`src/rtl/hazard_ctrl_unit.sv`:
```
// Pipeline hazard controller: load-use bubbles, branch redirect flush, memory-wait
// freeze, sticky halt and saturating stall/flush counters for a 5-stage pipeline.
module hazard_ctrl_unit #(
  parameter int unsigned REG_W        = 5,
  parameter int unsigned LU_STALL_CYC = 1,
  parameter int unsigned BR_STAGE     = 3,
  parameter int unsigned CNT_W        = 32
) (
  input  logic             CLK,
  input  logic             nRST,
  input  logic             ihit,
  input  logic             dmem_req,
  input  logic             dhit,
  input  logic [REG_W-1:0] fd_rs,
  input  logic [REG_W-1:0] fd_rt,
  input  logic             fd_uses_rt,
  input  logic             de_memread,
  input  logic [REG_W-1:0] de_wsel,
  input  logic             redirect,
  input  logic             halt,
  output logic             pc_en,
  output logic             fd_en,
  output logic             de_en,
  output logic             em_en,
  output logic             mw_en,
  output logic             fd_flush,
  output logic             de_flush,
  output logic             em_flush,
  output logic             mw_flush,
  output logic             lu_active,
  output logic [CNT_W-1:0] stall_cnt,
  output logic [CNT_W-1:0] flush_cnt
);

  localparam int unsigned BCNT_W = 3;
  localparam logic [CNT_W-1:0] CNT_MAX = '1;

  typedef enum logic [1:0] {RUN, LU_STALL, HALTED} state_t;

  state_t             state, state_nx;
  logic [BCNT_W-1:0]  bcnt, bcnt_nx;
  logic               lu_hit;
  logic               mem_wait;
  logic               redir_acc;
  logic               stall_inc;

  assign lu_hit = de_memread && (de_wsel != '0) &&
                  ((de_wsel == fd_rs) || (fd_uses_rt && (de_wsel == fd_rt)));
  assign mem_wait = dmem_req && !dhit;

  // Prioritised output decode and next-state selection
  always_comb begin
    pc_en     = 1'b1;
    fd_en     = 1'b1;
    de_en     = 1'b1;
    em_en     = 1'b1;
    mw_en     = 1'b1;
    fd_flush  = 1'b0;
    de_flush  = 1'b0;
    em_flush  = 1'b0;
    mw_flush  = 1'b0;
    lu_active = 1'b0;
    state_nx  = state;
    bcnt_nx   = bcnt;
    redir_acc = 1'b0;

    if (!nRST || state == HALTED || mem_wait) begin
      pc_en = 1'b0;
      fd_en = 1'b0;
      de_en = 1'b0;
      em_en = 1'b0;
      mw_en = 1'b0;
    end else if (redirect) begin
      fd_flush  = 1'b1;
      de_flush  = 1'b1;
      em_flush  = (BR_STAGE == 3);
      state_nx  = RUN;
      bcnt_nx   = '0;
      redir_acc = 1'b1;
    end else if (state == LU_STALL || lu_hit) begin
      pc_en     = 1'b0;
      fd_en     = 1'b0;
      de_flush  = 1'b1;
      lu_active = 1'b1;
      if (state == LU_STALL) begin
        bcnt_nx  = bcnt - BCNT_W'(1);
        state_nx = (bcnt == BCNT_W'(1)) ? RUN : LU_STALL;
      end else if (LU_STALL_CYC > 1) begin
        bcnt_nx  = BCNT_W'(LU_STALL_CYC - 1);
        state_nx = LU_STALL;
      end
    end else if (!ihit) begin
      pc_en    = 1'b0;
      fd_flush = 1'b1;
    end

    // Halt wins over whatever the cycle decided; only reset leaves HALTED
    if (nRST && state != HALTED && halt) begin
      state_nx = HALTED;
    end
  end

  assign stall_inc = (state != HALTED) && !pc_en;

  always_ff @(posedge CLK or negedge nRST) begin
    if (!nRST) begin
      state     <= RUN;
      bcnt      <= '0;
      stall_cnt <= '0;
      flush_cnt <= '0;
    end else begin
      state <= state_nx;
      bcnt  <= bcnt_nx;
      if (stall_inc && stall_cnt != CNT_MAX) begin
        stall_cnt <= stall_cnt + CNT_W'(1);
      end
      if (redir_acc && flush_cnt != CNT_MAX) begin
        flush_cnt <= flush_cnt + CNT_W'(1);
      end
    end
  end

endmodule

```
`config.mk`:
```
export PLATFORM = sky130hd
export DESIGN_NAME = hazard_ctrl_unit
export DESIGN_NICKNAME = d
export VERILOG_FILES = /design/src/rtl/hazard_ctrl_unit.sv
export SDC_FILE = /design/constraint.sdc
export NUM_CORES = 1
export LEC_CHECK = 0
export BUFFER_PORTS_ARGS = -buffer_cell sky130_fd_sc_hd__buf_2
export CORE_UTILIZATION = 40
export DETAILED_ROUTE_END_ITERATION = 12
export REMOVE_ABC_BUFFERS = 1
export SETUP_SLACK_MARGIN = 0.05
export SKIP_CTS_REPAIR_TIMING = 1
export SLEW_MARGIN = 0
export SYNTH_ARGS = -nofsm -noshare
export SYNTH_HDL_FRONTEND = slang
export SYNTH_SLANG_ARGS = --single-unit
```
`constraint.sdc`:
```
create_clock -name CLK -period 4.84 [get_ports CLK]
set_input_delay 0.726 -clock CLK [delete_from_list [all_inputs] [get_ports CLK]]
set_output_delay 0.726 -clock CLK [all_outputs]
set_load 0.05 [all_outputs]
```
# == Word-level counts from Yosys, hierarchy flattened ==
# Cells that the tools add are included.
# word_totals
input_bits,24
out_inout_bits,74
regBits,69
# op_classes
bitwise_logic,1
addsub,3
n_reduce_logical,23
n_eq_ne,9
n_mux,28
# op_table
operator,count
$add 32x1->32 const B,2
$ne 32x32->1 const B,2
$mux 1,20
$eq 5x5->1,2
$mux 2,5
$logic_and 1x1->1,9
$mux 3,3
$reduce_and 3->1,2
$reduce_bool 3->1,2
$reduce_bool 5->1,1
$logic_or 1x1->1,4
$reduce_bool 2->1,2
$eq 3x1->1 const B,1
$logic_not 1->1,3
$sub 3x1->3 const B,1
$eq 2x1->1 const B,1
$eq 2x2->1 const B,1
$ne 2x1->1 const B,1
$ne 2x2->1 const B,1
$not 1->1,1

# == Longest topological paths before layout ==
# depth
depth_word,11
depth_mapped,9
ltp_nobuf,8

# == Least setup slack after synthesis ==
# Ideal clock, no wire load.
# synth_path
path_type,input to output
start,input port de_wsel[1]
end,output port fd_flush
setup_slack_ns,1.131
path_stages,6
arrival_ns,2.983
path_buffers,0
cell_sequence,or4_1 -> o21ai_0 -> o21ba_2 -> nor2_1 -> nor2_1 -> a211oi_1
# synth_between
elab_chain_len,8
elab_cells_between_ends,11
cone_classes,eq/ne (2); mux (3); reduce/logical (6)
# synth_lines
element,line_no,rtl
start: declaration,18,"input logic [REG_W-1:0] de_wsel,"
$eq 5x5->1,48,((de_wsel == fd_rs) || (fd_uses_rt && (de_wsel == fd_rt)));
$logic_and 1x1->1,48,
$logic_or 1x1->1,48,
$logic_and 1x1->1 *,47,assign lu_hit = de_memread && (de_wsel != '0) &&
$logic_or 1x1->1 *,80,end else if (state == LU_STALL || lu_hit) begin
$mux 1 *,80,
$mux 1 *,73,end else if (redirect) begin
$mux 1 *,67,if (!nRST || state == HALTED || mem_wait) begin
end: declaration,26,"output logic fd_flush,"
# Mark *: on every way between the ends. The rest lies on a longest branch, timed or not.

# == Worst setup path in the final report ==
# Same ends and word-level chain as after synthesis.

==> impl_metrics.tcl <==
set metrics [dict create \
    grt_max_degree 57 \
    cts_root_buffer "clkbuf_8" \
    critPathLaunchType "input port" \
    grt.overflow.total 0 \
    clock-skew-final_ns 0.00377 \
    synth-warning-count 0 \
    hold_path.class "input port to async pin" \
    start_util 0.413 \
    globalplace.congestion 0.773 \
    violations "design-rule violations" \
    grt_usage 0.167 \
    first_iter_violations 91 \
    period_needed_ns 3.23 \
    clock_tree.buffer_depth 2 \
    first_global_vias 2610 \
    h-tree-depth 3 \
    synth-edff-count 0 \
    core-area_mm2 0.00868 \
    whs_ns 0.330 \
    synth_commonest_cells "dfrtp_1, xnor2_1, nand3_1, nand2_1" \
    synth.avg_cell_area_um2 10.7 \
    peakVddDrop_mv 0.270 \
    p_seq_frac 0.435 \
    totalWireLength_um 7510 \
    cts.clk_slew.worst_paths_ns 0.07 \
    min_period_over_period 0.666 \
    drt_first_pass_iters 8 \
    p_leak_nw 2.10 \
    status "complete, but fails checks" \
    fmax_mhz 310 \
    synth_ff_type "dfrtp_1" \
    synthCells 336 \
    antenna_found_initial 0 \
    max_slew_margin 0.391 \
    diodes 0 \
    grt_setup_unrepaired "false" \
    timing.final.ws_setup_ns 1.61 \
    crit_fanout 3 \
    synth_area_mm2 0.00358 \
    tightest_slew_ns 0.911 \
    insertion_delay_ns 0.34 \
    worstPathRequired_ns 4.11 \
    synth_area_leaders "dfrtp_1, xnor2_1, xor2_1, nand3_1, nand4_1" \
    syn_to_final_growth_pct 20.0 \
    drive_gt1_frac 0.298 \
    tns_ns 0 \
    place_inst 532 \
    yosysTopAreaCell "dfrtp_1" \
    fp.dieH_um 96.6 \
    cp.arrival_ns 2.50 \
    p_per_area_mw_per_mm2 364 \
    rows 34 \
    die_w_um 96.6 \
    p_comb_frac 0.309 \
    final_max_slew_viol_count 0 \
    hold_viol_final 0 \
    cp-end-kind "primary output" \
    p_sw_mw 0.620 \
    power_frac_clock 0.256 \
    fin_cells 547 \
    wl_per_cell_um 13.7 \
    cts_tree "yes" \
    p_sw_frac 0.396 \
    cts_sinks 69 \
    setup_viol 0 \
    nets 463 \
    synthDistinctLibCells 48 \
    async_flop_share 1.00 \
    cap_violations 0 \
    synth_most_common_cell "dfrtp_1" \
    vias 2749 \
    netlist.area_leader.share 0.482 \
    crit_type "input port to primary output" \
    io_pins 98 \
    drc 1 \
    grt_pass1_wl_um 12600 \
    place_ws_ns 1.61 \
    dp_hpwl_um 5650 \
    antenna_left 0 \
    internal-power_mw 0.944 \
    cts_made_buffers 9 \
    ys_seq_elements 69 \
    ys_seq_area_frac 0.482 \
    via_per_inst 5.03 \
    die-area_mm2 0.00934 \
    portBuffers 96 \
]
-- sequential cells by signal (all words and copies together), names as in the netlist --
name,flops
flush_cnt,32
stall_cnt,32
bcnt,3
state,2
-- worst max-delay path, stage by stage --
cell	delay (ns)
buf_2	0.12
or4_1	0.50
o21ai_0	0.26
o21ba_2	0.22
nor2_1	0.14
nor2_1	0.07
a211oi_1	0.15
buf_2	0.30
-- cell usage in the layout (no fill, tap or decap), types with 2 or more instances in the layout --
| cell | synthesis | final |
|---|---|---|
| a21oi_1 | 3 | 3 |
| buf_2 | 3 | 96 |
| o21ai_0 | 8 | 8 |
| nand4_1 | 18 | 18 |
| clkinv_2 | 0 | 2 |
| nand2b_2 | 2 | 2 |
| nand3_2 | 7 | 7 |
| inv_1 | 8 | 8 |
| nor2b_1 | 4 | 4 |
| nand4b_1 | 3 | 3 |
| and2_1 | 8 | 8 |
| clkbuf_8 | 0 | 10 |
| xor2_1 | 16 | 16 |
| nor4_1 | 3 | 3 |
| dfrtp_1 | 69 | 69 |
| ha_1 | 4 | 4 |
| and3_1 | 11 | 11 |
| xnor2_1 | 56 | 56 |
| nand3_1 | 27 | 27 |
| nor3_1 | 10 | 10 |
| nand2_1 | 23 | 23 |
| and4_1 | 5 | 5 |
| clkbuf_1 | 1 | 3 |
| nor2_1 | 18 | 18 |
-- final cells by class --
cell class / instances / area [um^2]
repair buffers: 97 / 488
inverters: 9 / 33.8
flip-flops and latches: 69 / 1730
clock buffers: 13 / 149
multi-input cells: 249 / 1760
clock inverters: 2 / 10.0
fillers: 840 / 4380
well taps: 108 / 135
-- kinds of logic (layout without fill, tap and decap cells) --
kind of cell / after synthesis / in the layout / synth area share
flops: 69 / 69 / 0.482
simple gates: 149 / 149 / 0.253
mux: 3 / 3 / 0.00908
other cells: 1 / 1 / 0.00105
fa+ha+maj: 4 / 4 / 0.0140
xor+xnor: 72 / 72 / 0.176
buf+inv: 18 / 121 / 0.0272
compound gates: 20 / 20 / 0.0374
-- stage by stage --
| stage | instance area [um^2] | util | power [mW] |
|---|---|---|---|
| final | 4300 | 0.496 | 1.56 |
| after floorplan | 3520 | - | 1.05 |
| after CTS | 4300 | 0.496 | 1.59 |
| after global placement | 4140 | 0.477 | 1.17 |
| after global routing | 4300 | 0.496 | 1.65 |
| after detailed placement | 4140 | 0.477 | 1.18 |
-- final timing paths --
path / from / to / slack (ns) / cells after the start
max: de_wsel[1] / fd_flush / 1.61 / 8
max in group asynchronous: nRST / flush_cnt[11] / 3.44 / 2
min reg2reg: stall_cnt[13] / stall_cnt[13] / 0.49 / 1
min in group CLK: stall_cnt[13] / stall_cnt[13] / 0.49 / 1
max reg2reg: state[0] / stall_cnt[1] / 2.39 / 7
min: nRST / bcnt[1] / 0.33 / 1
-- power by group through the flow --
stage / registers (mW) / logic, mW / clock network [mW]
2_1_floorplan: 0.820 / 0.227 / 0
3_3_place_gp: 0.688 / 0.484 / 0
3_5_place_dp: 0.691 / 0.487 / 0
4_1_cts: 0.680 / 0.488 / 0.417
5_1_grt: 0.689 / 0.517 / 0.441
6_report: 0.680 / 0.483 / 0.401
-- per-layer routing --
metal / global-route usage / vias up / part of all wire
met2: 0.262 / 75 / 0.46
met1: 0.225 / 1301 / 0.48
met5: 0 / - / 0
met3: 0.0340 / 11 / 0.045
met4: 0.0689 / 0 / 0.017
li1: - / 1362 / -
Note: power is estimated with default switching activity, not from simulation.
